[src/rtl/apb_arb_pkg.sv]
// Shared types and constants for the round-robin APB arbiter.
package apb_arb_pkg;

    typedef enum logic [1:0] {
        ST_IDLE   = 2'd0,
        ST_SETUP  = 2'd1,
        ST_ACCESS = 2'd2,
        ST_RESP   = 2'd3
    } arb_state_e;

    localparam int APB_DATA_WIDTH = 32;

endpackage

[src/rtl/rr_arb_pick.sv]
// Combinational round-robin picker: first set request after last_grant, wrapping.
module rr_arb_pick #(
    parameter int NUM_REQ = 4,
    parameter int IDX_W   = 2
) (
    input  logic [NUM_REQ-1:0] req,
    input  logic [IDX_W-1:0]   last_grant,
    output logic [IDX_W-1:0]   grant_idx,
    output logic               any_valid
);

    logic [IDX_W-1:0] cand_s;

    // Scan from last_grant+1 around to last_grant itself; the first hit wins.
    always_comb begin
        grant_idx = '0;
        any_valid = 1'b0;
        cand_s    = '0;
        for (int i = 1; i <= NUM_REQ; i++) begin
            cand_s = IDX_W'((int'(last_grant) + i) % NUM_REQ);
            if (!any_valid && req[cand_s]) begin
                grant_idx = cand_s;
                any_valid = 1'b1;
            end else begin
                grant_idx = grant_idx;
                any_valid = any_valid;
            end
        end
    end

endmodule

[src/rtl/apb_rr_arbiter.sv]
// Round-robin arbiter of NUM_REQ command ports onto one APB master.
// Optional ACCESS-phase timeout is enabled by defining APB_ARB_TIMEOUT_EN.
module apb_rr_arbiter
    import apb_arb_pkg::*;
#(
    parameter int NUM_REQ        = 4,
    parameter int APB_ADDR_WIDTH = 12,
    parameter int TIMEOUT_CYCLES = 255
) (
    input  logic                               clk,
    input  logic                               rst,
    input  logic [NUM_REQ-1:0]                 req_valid,
    output logic [NUM_REQ-1:0]                 req_ready,
    input  logic [NUM_REQ-1:0]                 req_write,
    input  logic [NUM_REQ*APB_ADDR_WIDTH-1:0]  req_addr,
    input  logic [NUM_REQ*APB_DATA_WIDTH-1:0]  req_wdata,
    output logic [NUM_REQ-1:0]                 rsp_valid,
    output logic [APB_DATA_WIDTH-1:0]          rsp_rdata,
    output logic                               rsp_err,
    output logic                               psel,
    output logic                               penable,
    output logic                               pwrite,
    output logic [APB_ADDR_WIDTH-1:0]          paddr,
    output logic [APB_DATA_WIDTH-1:0]          pwdata,
    input  logic [APB_DATA_WIDTH-1:0]          prdata,
    input  logic                               pready,
    input  logic                               pslverr
);

    localparam int IDX_W = $clog2(NUM_REQ);

    arb_state_e                  state_q, state_d;
    logic [IDX_W-1:0]            last_grant_q, last_grant_d;
    logic                        pwrite_q, pwrite_d;
    logic [APB_ADDR_WIDTH-1:0]   paddr_q, paddr_d;
    logic [APB_DATA_WIDTH-1:0]   pwdata_q, pwdata_d;
    logic [APB_DATA_WIDTH-1:0]   rdata_q, rdata_d;
    logic                        err_q, err_d;
    logic [IDX_W-1:0]            pick_idx_s;
    logic                        pick_any_s;
    logic [APB_ADDR_WIDTH-1:0]   addr_arr_s  [NUM_REQ];
    logic [APB_DATA_WIDTH-1:0]   wdata_arr_s [NUM_REQ];

`ifdef APB_ARB_TIMEOUT_EN
    localparam int TMO_W = $clog2(TIMEOUT_CYCLES + 1);
    logic [TMO_W-1:0] tmo_cnt_q, tmo_cnt_d;
    logic             tmo_hit_s;
    assign tmo_hit_s = (tmo_cnt_q == TMO_W'(TIMEOUT_CYCLES - 1));
`endif

    for (genvar g = 0; g < NUM_REQ; g++) begin : g_unpack
        assign addr_arr_s[g]  = req_addr[g*APB_ADDR_WIDTH +: APB_ADDR_WIDTH];
        assign wdata_arr_s[g] = req_wdata[g*APB_DATA_WIDTH +: APB_DATA_WIDTH];
    end

    rr_arb_pick #(
        .NUM_REQ (NUM_REQ),
        .IDX_W   (IDX_W)
    ) u_pick (
        .req        (req_valid),
        .last_grant (last_grant_q),
        .grant_idx  (pick_idx_s),
        .any_valid  (pick_any_s)
    );

    // State and datapath registers; last_grant resets so requester 0 wins first.
    always_ff @(posedge clk or posedge rst) begin
        if (rst) begin
            state_q      <= ST_IDLE;
            last_grant_q <= IDX_W'(NUM_REQ - 1);
            pwrite_q     <= 1'b0;
            paddr_q      <= '0;
            pwdata_q     <= '0;
            rdata_q      <= '0;
            err_q        <= 1'b0;
`ifdef APB_ARB_TIMEOUT_EN
            tmo_cnt_q    <= '0;
`endif
        end else begin
            state_q      <= state_d;
            last_grant_q <= last_grant_d;
            pwrite_q     <= pwrite_d;
            paddr_q      <= paddr_d;
            pwdata_q     <= pwdata_d;
            rdata_q      <= rdata_d;
            err_q        <= err_d;
`ifdef APB_ARB_TIMEOUT_EN
            tmo_cnt_q    <= tmo_cnt_d;
`endif
        end
    end

    // Next-state logic.
    always_comb begin
        state_d = state_q;
        case (state_q)
            ST_IDLE: begin
                if (pick_any_s) state_d = ST_SETUP;
                else            state_d = ST_IDLE;
            end
            ST_SETUP: state_d = ST_ACCESS;
            ST_ACCESS: begin
                if (pready)         state_d = ST_RESP;
`ifdef APB_ARB_TIMEOUT_EN
                else if (tmo_hit_s) state_d = ST_RESP;
`endif
                else                state_d = ST_ACCESS;
            end
            ST_RESP: state_d = ST_IDLE;
            default: state_d = ST_IDLE;
        endcase
    end

    // Command capture at grant, response capture at the end of ACCESS.
    always_comb begin
        last_grant_d = last_grant_q;
        pwrite_d     = pwrite_q;
        paddr_d      = paddr_q;
        pwdata_d     = pwdata_q;
        rdata_d      = rdata_q;
        err_d        = err_q;
`ifdef APB_ARB_TIMEOUT_EN
        tmo_cnt_d    = tmo_cnt_q;
`endif
        case (state_q)
            ST_IDLE: begin
                if (pick_any_s) begin
                    last_grant_d = pick_idx_s;
                    pwrite_d     = req_write[pick_idx_s];
                    paddr_d      = addr_arr_s[pick_idx_s];
                    pwdata_d     = wdata_arr_s[pick_idx_s];
                end else begin
                    last_grant_d = last_grant_q;
                end
            end
            ST_SETUP: begin
                rdata_d   = '0;
                err_d     = 1'b0;
`ifdef APB_ARB_TIMEOUT_EN
                tmo_cnt_d = '0;
`endif
            end
            ST_ACCESS: begin
                if (pready) begin
                    rdata_d = pwrite_q ? '0 : prdata;
                    err_d   = pslverr;
`ifdef APB_ARB_TIMEOUT_EN
                end else if (tmo_hit_s) begin
                    rdata_d = '0;
                    err_d   = 1'b1;
                end else begin
                    tmo_cnt_d = tmo_cnt_q + TMO_W'(1);
                end
`else
                end else begin
                    rdata_d = rdata_q;
                end
`endif
            end
            ST_RESP: rdata_d = rdata_q;
            default: rdata_d = rdata_q;
        endcase
    end

    // Outputs decoded from the current state.
    always_comb begin
        req_ready = '0;
        rsp_valid = '0;
        rsp_rdata = '0;
        rsp_err   = 1'b0;
        psel      = 1'b0;
        penable   = 1'b0;
        case (state_q)
            ST_IDLE: begin
                if (pick_any_s) req_ready[pick_idx_s] = 1'b1;
                else            req_ready = '0;
            end
            ST_SETUP:  psel = 1'b1;
            ST_ACCESS: begin
                psel    = 1'b1;
                penable = 1'b1;
            end
            ST_RESP: begin
                rsp_valid[last_grant_q] = 1'b1;
                rsp_rdata = rdata_q;
                rsp_err   = err_q;
            end
            default: psel = 1'b0;
        endcase
    end

    assign pwrite = pwrite_q;
    assign paddr  = paddr_q;
    assign pwdata = pwdata_q;

endmodule

[config.mk]
export PLATFORM = sky130hd
export DESIGN_NAME = apb_rr_arbiter
export DESIGN_NICKNAME = d
export VERILOG_FILES = /design/src/rtl/apb_arb_pkg.sv /design/src/rtl/rr_arb_pick.sv /design/src/rtl/apb_rr_arbiter.sv
export SDC_FILE = /design/constraint.sdc
export NUM_CORES = 1
export LEC_CHECK = 0
export BUFFER_PORTS_ARGS = -buffer_cell sky130_fd_sc_hd__buf_2
export CAP_MARGIN = 30
export CORE_MARGIN = 4
export CORE_UTILIZATION = 35
export CTS_CLUSTER_DIAMETER = 100
export CTS_CLUSTER_SIZE = 40
export DETAILED_ROUTE_END_ITERATION = 6
export PLACE_DENSITY = 0.76
export SYNTH_ARGS = -nofsm -noshare
export SYNTH_HDL_FRONTEND = slang
export SYNTH_SLANG_ARGS = --single-unit
[constraint.sdc]
create_clock -name clk -period 3.38 [get_ports clk]
set_input_delay 0.507 -clock clk [delete_from_list [all_inputs] [get_ports clk]]
set_output_delay 0.507 -clock clk [all_outputs]
set_load 0.01 [all_outputs]
==> results of run 1 <==
==> stage by stage <==
step	TNS, ns	setup slack (ns)
5_1_grt	-0.04106	-0.02188
3_3_place_gp	0	0.2792
3_5_place_dp	0	0.2675
2_1_floorplan	0	0.1423
4_1_cts	0	0.02505
6_report	0	0.1346
==> placed cells by master, fill, tap and decap left out, drive strengths merged <==
cell,synthesis,layout
a32o,2,2
clkinvlp,0,3
o211ai,1,1
clkbuf,16,10
nand2,62,62
o221ai,46,46
nor2b,2,2
o21ai,6,6
a22oi,1,1
mux2,4,4
nor2,7,7
nand4,2,2
clkinv,0,2
bufinv,0,2
mux2i,92,92
dfrtp,80,80
a31oi,1,1
buf,22,327
nand3,1,1
or3,1,1
a22o,29,29
o2111ai,1,1
nand2b,2,2
a21boi,4,4
bufbuf,0,1
and2,38,38
ha,8,8
inv,5,4
or2,1,1
o31a,1,1
a32oi,1,1
dfstp,2,2
==> worst max-delay path: cells and delay by family, from the launching register on <==
| family | cells | cell delay (ns) |
|---|---|---|
| buffers and inverters | 4 | 0.61 |
| AOI/OAI and AO/OA | 3 | 0.57 |
| DFF | 1 | 0.52 |
| muxes | 1 | 0.34 |
| adders and majority gates | 1 | 0.31 |
| and+or+nand+nor | 1 | 0.06 |
==> worst max path at each step <==
stage	startpoint	endpoint	cells after the start
CTS	last_grant_q[0]$_DFFE_PP1P_	req_ready[2]	9
detailed placement	last_grant_q[1]$_DFFE_PP1P_	req_ready[2]	9
finish	last_grant_q[0]$_DFFE_PP1P_	req_ready[0]	10
global route	last_grant_q[0]$_DFFE_PP1P_	req_ready[2]	10
global placement	last_grant_q[1]$_DFFE_PP1P_	req_ready[2]	9
floorplan	last_grant_q[0]$_DFFE_PP1P_	req_ready[2]	12
==> flip-flops by register name, indices dropped and copies added, names as in the netlist <==
name,count
err_q,1
state_q,2
last_grant_q,2
rdata_q,32
paddr,12
pwdata,32
pwrite,1
==> synthesized netlist by cell type, drive strengths merged (5+ instances only) <==
master,number
mux2i,92
dfrtp,80
nand2,62
o221ai,46
and2,38
a22o,29
buf,22
clkbuf,16
ha,8
nor2,7
o21ai,6
inv,5
==> cells by family after synthesis <==
group                    synth area share, %
adder cells (fa/ha/maj)                2.114
AO/OA/AOI/OAI                          16.91
multiplexers                           20.48
AND/OR/NAND/NOR                        11.65
flip-flops                             43.38
buffers and inverters                  5.469
==> layout make-up <==
class	count	area [sq um]
clock inverters	6	91.34
inverters	5	20.02
clock buffers	10	229.0
multi-input cells	313	2470
well taps	176	220.2
repair buffers	328	1764
fillers	1249	6394
flip-flops and latches	82	2054
==> power groups by stage <==
| stage | combinational, mW | clock (mW) | sequential [mW] |
|---|---|---|---|
| after floorplan | 2.40 | 0 | 1.74 |
| after global placement | 3.49 | 0 | 1.65 |
| after detailed placement | 3.56 | 0 | 1.64 |
| after CTS | 3.66 | 1.08 | 1.63 |
| after global routing | 3.98 | 1.12 | 1.68 |
| final | 3.64 | 1.05 | 1.63 |
==> metal layers <==
layer	wire [microns]	share of wire (%)	vias to the layer above
met2	8160	52	192
li1	-	-	2223
met3	1101	7.0	22
met4	240	1.5	4
met5	33	0.21	-
met1	6094	39	2214
==> what timing repair did <==
item	CTS	global route
setup endpoints to repair	2	3
resized for setup	1	4
cloned	1	0
pin swaps	0	2
setup buffers	1	1
==> impl_metrics.ini, run 1 <==
[power_and_ir_drop]
p_comb_share_pct = 57.6
pwr_density_cell_mw_per_mm2 = 923.2
clockPowerShare_pct = 16.6
power_mw = 6.323
p_sw_mw = 2.550
ir_worst_vdd_v = 0.0005879
internal_power_mw = 3.773
p_leak_nw = 3.703
swShare_pct = 40.32
p_seq_share_pct = 25.8

[grt]
grt_max_degree = 38
antenna_found_initial = 2
met1_usage_pct = 22.51
grt_busiest_layer = met2
grt_util_met3_pct = 5.789
grt_pass1_wl_mm = 24.72
grt_use_met2_pct = 35.02
grt_usage_pct = 19.73
grt_pass1_vias = 4895
grt_overflow_total = 0

[critical_path]
critPathSlowestCell = dfstp_2
crit_chain = inv_1 > ha_4 > buf_4 > mux2_1 > a21boi_0 > o211ai_1 > a21boi_4 > buf_12 > nor2_1 > buf_2
ff2ff_path_depth = 11
r2r-end = pwdata[26]$_DFFE_PP0P_
cp-end-kind = primary output
cp.required_ns = 2.87
worst-path-max-fanout = 12
slowest_delay_ns = 0.52
start_kind = flip-flop
reg2reg_setup_slack_ns = 0.41
r2r_start = last_grant_q[0]$_DFFE_PP1P_
cp_data_arrival_time_ns = 2.74
critical_path_class = flip-flop to primary output

[detailed_routing]
avgViaCountPerCell = 5.060
wl_per_cell_microns = 16.99
num_vias = 4655
dr.first_iter.drc_count = 155
ant_nets = 0
firstDrtPassIters = 4
remaining_drc_errors = 0
totalWireLength_mm = 15.63

[sta]
hold_ws_ns = 0.1504
tightest_slew_ns = 0.9363
hold_viol = 0
fin_skew_ns = 0.01403
min_period_ns = 3.245
maxSlewViolCount = 0
rsz0062_at_grt = yes
slew_headroom_pct = 37.58
setup_viol = 0
fin_crit_sh_pct = 96.02
fmax_mhz = 308.1

[place]
dp.cells = 901
place_hpwl_mm = 12.32
placed_cell_area_sq_mm = 0.006459
io_buffers = 307
place_congestion = 0.8632

[synth]
yosysSeqAreaShare_pct = 43.38
ys_ff_latch = 82
synth_nets = 666
ys_warn_count = 0
yosysTopAreaCell = dfrtp_1
synthCells = 438
synth.area.top_cells = dfrtp_1, mux2i_1, o221ai_1, a22o_1, and2_1
synth-main-ff-cell = dfrtp_1
synthArstFlopShare_pct = 100.0
synth_edf_count = 0
synthesis.area_sq_mm = 0.004736
synth_area_per_cell_sq_um = 10.81
synthDistinctLibCells = 34
synth.top_cell.area_share_pct = 42.27

[clock_tree]
cts_tree = done
clockBufferDepth = 2
clock-root-buffer = clkbuf_16
hold_buffers = 0
path_clk_slew_ns = 0.07
numCtsBuffers = 9
clk_latency_ns = 0.34
h-tree-depth = 3
clock_sinks = 82

[floorplanning]
dieArea_sq_mm = 0.01546
fp-row-count = 42
die_w_microns = 124.3
initial_utilization_pct = 35.76
fp.dieH_microns = 124.3
io_pins = 308
core_area_sq_mm = 0.01324

[finish]
syn2layout_area_growth_pct = 44.62
finalInstanceArea_sq_mm = 0.006849
n_antenna_cell = 0
drive_gt1_share_pct = 48.12
final_cells = 920
final_util_pct = 51.72
nets = 967

[hold_path]
hold_class = input pin to asynchronous set/reset pin

[job]
maxCapViolCount = 0

[run_status]
status = finished clean
Power figures use the tool's default switching activity.
==> inputs of run 2 (changes only) <==
--- a/config.mk
+++ b/config.mk
@@ -9,10 +9,11 @@
 export CAP_MARGIN = 30
 export CORE_MARGIN = 4
 export CORE_UTILIZATION = 35
+export CTS_BUF_LIST = sky130_fd_sc_hd__clkbuf_8
 export CTS_CLUSTER_DIAMETER = 100
 export CTS_CLUSTER_SIZE = 40
 export DETAILED_ROUTE_END_ITERATION = 6
-export PLACE_DENSITY = 0.76
+export PLACE_DENSITY = 0.72
 export SYNTH_ARGS = -nofsm -noshare
 export SYNTH_HDL_FRONTEND = slang
 export SYNTH_SLANG_ARGS = --single-unit
==> run 2 against run 1 <==
Core utilization is 0.71 points lower. Fmax is 1.8% higher. Sequential power hardly changed. Combinational power hardly changed. Final cell count is 0.22% higher. Via count is 0.73% higher. Cell area is 1.4% lower. Die area stayed put. Critical path type unchanged. Sequential share of layout area is 0.42 points higher. Highest routed layer unchanged. Worst hold slack better by 0.081 ns. Non-clock buffer count is 2 higher.
==> impl_metrics.ini, run 2 (synthesized netlist as in run 1, its figures left out) <==
[clock_tree]
hold_buffers = 0
clock_sinks = 82
clock-root-buffer = clkbuf_8
cts_tree = done
numCtsBuffers = 9
h-tree-depth = 3
clk_latency_ns = 0.37
path_clk_slew_ns = 0.10
clockBufferDepth = 2

[job]
maxCapViolCount = 0

[floorplanning]
fp.dieH_microns = 124.3
dieArea_sq_mm = 0.01546
fp-row-count = 42
io_pins = 308
initial_utilization_pct = 35.76
core_area_sq_mm = 0.01324
die_w_microns = 124.3

[critical_path]
cp.required_ns = 2.87
critical_path_class = flip-flop to primary output
cp-end-kind = primary output
worst-path-max-fanout = 7
start_kind = flip-flop
cp_data_arrival_time_ns = 2.68

[grt]
grt_overflow_total = 0
antenna_found_initial = 2
grt_pass1_wl_mm = 24.33
grt_max_degree = 43
grt_usage_pct = 19.36
grt_pass1_vias = 4775

[sta]
finalSetupTns_ns = 0
fin_crit_sh_pct = 94.30
rsz0062_at_grt = no
slew_headroom_pct = 34.67
maxSlewViolCount = 0
min_period_ns = 3.187
fin_skew_ns = 0.01222
hold_viol = 0
fmax_mhz = 313.7
tightest_slew_ns = 0.9800
setup_viol = 0

[power_and_ir_drop]
ir_worst_vdd_v = 0.0003817
power_mw = 6.107
pwr_density_cell_mw_per_mm2 = 904.0
p_leak_nw = 3.672

[detailed_routing]
totalWireLength_mm = 15.79
num_vias = 4689
remaining_drc_errors = 0
dr.first_iter.drc_count = 181
wl_per_cell_microns = 17.12
avgViaCountPerCell = 5.086
firstDrtPassIters = 4
ant_nets = 0

[place]
io_buffers = 307
place_congestion = 0.8484
place_hpwl_mm = 12.02

[finish]
register_area_sq_mm = 0.002054
nFillCells = 1269
drive_gt1_share_pct = 48.39
multi_input_area_sq_mm = 0.002462
nets = 969
final_cell_mix = buf_2, mux2i_1, dfrtp_1
layout_commonest_cell = buf_2
syn2layout_area_growth_pct = 42.64
n_antenna_cell = 0

[run_status]
status = finished clean

[hold_path]
hold_class = input pin to asynchronous set/reset pin
-- run 2: cell count changes in the layout (fill, tap and decap cells not counted), sizes merged --
cell / before / now
buf: 327 / 329
inv: 4 / 5
clkinvlp: 3 / 1
bufbuf: 1 / 0
clkinv: 2 / 4
-- run 2: final timing paths --
| path | startpoint | to | slack [ns] | cells after the start |
|---|---|---|---|---|
| worst min register to register | paddr[10]$_DFFE_PP0P_ | paddr[10]$_DFFE_PP0P_ | 0.48 | 2 |
| max in group asynchronous | rst | last_grant_q[1]$_DFFE_PP1P_ | 2.41 | 3 |
| worst max register to register | last_grant_q[1]$_DFFE_PP1P_ | pwdata[20]$_DFFE_PP0P_ | 0.46 | 10 |
| worst min-delay path | rst | pwdata[17]$_DFFE_PP0P_ | 0.23 | 2 |
| min in group clk | prdata[23] | rdata_q[23]$_DFFE_PP0P_ | 0.35 | 2 |
| worst max-delay path | last_grant_q[1]$_DFFE_PP1P_ | req_ready[2] | 0.19 | 9 |
-- run 2: area by class of cell --
class                           count  area share (%)
Clock buffer                        9           1.834
Clock inverter                      7           1.519
Timing Repair Buffer              330           26.23
Multi-Input combinational cell    313           36.45
Inverter                            5          0.2964
Sequential cell                    82           30.41
Tap cell                          176           3.260
-- run 2: report_power, final --
part           switching [mW]  internal, mW  leakage, nW
registers               0.210          1.42         1.04
clock network           0.393         0.422        0.110
logic                    1.96          1.70         2.52
-- run 2: per-layer routing --
layer	vias up	wire length, microns	track usage (%)
li1	2232	-	-
met1	2189	6064	22.23
met3	32	1384	7.118
met5	-	27	0
met2	232	7847	32.51
met4	4	465	8.124
-- run 2: metrics by stage --
stage / std cells / area (sq um) / hold slack, ns / util (%) / worst slack (ns)
finish: 922 / 6755 / 0.2315 / 51.01 / 0.1925
global route: 922 / 6755 / 0.2784 / 51.01 / 0.04194
CTS: 918 / 6705 / 0.2372 / 50.63 / 0.01852
detailed placement: 901 / 6459 / 0.4660 / 48.77 / 0.2383
global placement: 900 / 6431 / 0.4539 / 48.56 / 0.2876
floorplan: 438 / 4736 / 0.4424 / - / 0.1423
-- run 2: repair_timing --
item / 4_1_cts / 5_1_grt
hold endpoints to repair: 0 / 0
endpoints found under the setup margin: 3 / 3
resized for setup: 2 / 2
pin swaps: 0 / 2
gates cloned: 0 / 1
setup buffers: 1 / 3
-- run 2: critical path: stages (launching register included) --
cell and delay [ns]:
dfstp_2 0.55, inv_1 0.08, ha_4 0.32, mux2_4 0.31, a22oi_1 0.19, a32o_1 0.18, o2111ai_1 0.15, or2_4 0.28
nor2_1 0.10, buf_2 0.15
==> inputs of run 3 (changes only) <==
--- a/config.mk
+++ b/config.mk
@@ -7,6 +7,7 @@
 export LEC_CHECK = 0
 export BUFFER_PORTS_ARGS = -buffer_cell sky130_fd_sc_hd__buf_2
 export CAP_MARGIN = 30
+export CORE_ASPECT_RATIO = 1.75
 export CORE_MARGIN = 4
 export CORE_UTILIZATION = 35
 export CTS_BUF_LIST = sky130_fd_sc_hd__clkbuf_8
==> constraint.sdc (replaced) <==
create_clock -name clk -period 3.8 [get_ports clk]
set_input_delay 0.57 -clock clk [delete_from_list [all_inputs] [get_ports clk]]
set_output_delay 0.57 -clock clk [all_outputs]
set_load 0.01 [all_outputs]
==> run 3 against run 2 <==
Register-to-register slack gained 0.23 ns. First-iteration DRC count shrank 37%. Clock skew rose by 0.0012 ns. Sequential power is 9.8% lower. Critical path type unchanged. Clock power decreased by 25%. Highest routed layer is now met4.
==> impl_metrics.ini, run 3 (synthesized netlist as in run 1, its figures left out) <==
[finish]
final_cell_mix = buf_2, mux2i_1, dfrtp_1
register_area_sq_mm = 0.002054
multi_input_area_sq_mm = 0.002460
drive_gt1_share_pct = 47.55
layout_commonest_cell = buf_2
n_antenna_cell = 0
syn2layout_area_growth_pct = 39.66
nFillCells = 1286
nets = 959

[sta]
slew_headroom_pct = 34.00
maxSlewViolCount = 0
hold_viol = 0
fin_skew_ns = 0.01343
rsz0062_at_grt = no
tightest_slew_ns = 0.9900
finalSetupTns_ns = 0
setup_viol = 0
setup_ws_ns = 0.2798
min_period_ns = 3.520
fmax_mhz = 284.1
fin_crit_sh_pct = 92.64

[clock_tree]
clock-root-buffer = clkbuf_8
clk_latency_ns = 0.37
numCtsBuffers = 9
path_clk_slew_ns = 0.10
hold_buffers = 0
h-tree-depth = 3
clockBufferDepth = 2
clock_sinks = 82
cts_tree = done

[detailed_routing]
wl_per_cell_microns = 17.09
num_vias = 4593
dr.first_iter.drc_count = 114
avgViaCountPerCell = 5.047
firstDrtPassIters = 4
totalWireLength_mm = 15.55
remaining_drc_errors = 0
ant_nets = 0

[critical_path]
cp-end-kind = primary output
ff2ff_path_depth = 9
r2r-end = pwdata[30]$_DFFE_PP0P_
cp_top_family = flip-flops
r2r_start = last_grant_q[0]$_DFFE_PP1P_
start_kind = flip-flop
cp.required_ns = 3.23
slowest_delay_ns = 0.60
critical_path_class = flip-flop to primary output
cp_num_buf_inv = 2
crit_chain = inv_1 > ha_4 > mux2_4 > a22oi_1 > a32o_1 > o2111ai_1 > or2_2 > nor2_1 > buf_2
worst-path-stages = 9
cp_data_arrival_time_ns = 2.95
worst-path-max-fanout = 10
reg2reg_setup_slack_ns = 0.69
critPathSlowestCell = dfstp_2

[floorplanning]
fp-row-count = 56
dieArea_sq_mm = 0.01553
initial_utilization_pct = 35.57
core_area_sq_mm = 0.01331
die_w_microns = 95.93
io_pins = 308
fp.dieH_microns = 161.9

[grt]
grt_usage_pct = 19.29
grt_pass1_vias = 4739
grt_max_degree = 57
grt_overflow_total = 0
grt_pass1_wl_mm = 23.35
antenna_found_initial = 0

[power_and_ir_drop]
ir_worst_vdd_v = 0.0003293
p_sw_mw = 2.268
p_comb_share_pct = 59.8
swShare_pct = 43.88
pwr_density_cell_mw_per_mm2 = 781.4
internal_power_mw = 2.901
clockPowerShare_pct = 11.9
p_seq_share_pct = 28.4
p_leak_nw = 3.586

[place]
place_ws_ns = 0.4091
io_buffers = 307
place_congestion = 0.7895
place_hpwl_mm = 12.10

[job]
maxCapViolCount = 0

[run_status]
status = finished clean

[hold_path]
hold_class = input pin to asynchronous set/reset pin
run 3: changes by cell type in the layout (fill, tap and decap cells not counted), sizes merged:
cell      before  now
inv            5    7
clkbuf        10    9
clkinvlp       1    4
bufinv         2    0
buf          329  320
clkinv         4    1
run 3: worst max-delay path by stage:
| stage | startpoint | end |
|---|---|---|
| 2_1_floorplan | last_grant_q[0]$_DFFE_PP1P_ | req_ready[2] |
| 3_3_place_gp | last_grant_q[0]$_DFFE_PP1P_ | req_ready[2] |
| 3_5_place_dp | last_grant_q[0]$_DFFE_PP1P_ | req_ready[2] |
| 4_1_cts | last_grant_q[0]$_DFFE_PP1P_ | req_ready[2] |
| 5_1_grt | last_grant_q[1]$_DFFE_PP1P_ | req_ready[2] |
| 6_report | last_grant_q[0]$_DFFE_PP1P_ | req_ready[2] |
run 3: per-layer routing:
metal	up-vias	part of all wire [%]	GRT usage, %
met5	-	0	0
met2	219	54	35.92
met3	14	8.1	4.588
met1	2153	36	20.36
li1	2207	-	-
met4	0	1.7	7.124
run 3: what timing repair did:
action | 4_1_cts | 5_1_grt
gates resized for setup | 1 | 1
hold endpoints to repair | 0 | 0
setup buffers | 0 | 2
setup endpoints to repair | 1 | 2
pin swaps | 0 | 0
run 3: cell type report:
| type | count | share of cell area, % |
|---|---|---|
| multi-input cells | 313 | 37.19 |
| flip-flops and latches | 82 | 31.06 |
| repair buffers | 320 | 25.39 |
| well taps | 174 | 3.292 |
| clock buffers | 9 | 1.873 |
| clock inverters | 7 | 0.8891 |
| inverters | 5 | 0.3027 |
run 3: through the flow:
stage               cell area, sq um  power, mW  hold slack, ns  util [%]  std cells
floorplan                       4736      3.684          0.4424         -        438
global route                    6614      5.551          0.1413     49.68        910
detailed placement              6404      4.572          0.4677     48.10        892
finish                          6614      5.168          0.1390     49.68        910
global placement                6376      4.483          0.4562     47.89        891
CTS                             6589      5.201          0.1286     49.49        908
run 3: worst reg2reg max path: stages, from the launching register on:
cell and delay (ns):
dfstp_2 0.60, inv_1 0.15, ha_4 0.36, mux2_1 0.34
a21boi_0 0.18, o211ai_1 0.16, a21boi_4 0.35, buf_12 0.37
mux2i_1 0.32, o221ai_1 0.13
run 3: power by group through the flow:
stage	registers, mW	logic (mW)	clock network (mW)
2_1_floorplan	1.55	2.14	0
5_1_grt	1.51	3.37	0.669
6_report	1.47	3.09	0.614
4_1_cts	1.47	3.09	0.636
3_3_place_gp	1.48	3.00	0
3_5_place_dp	1.48	3.09	0
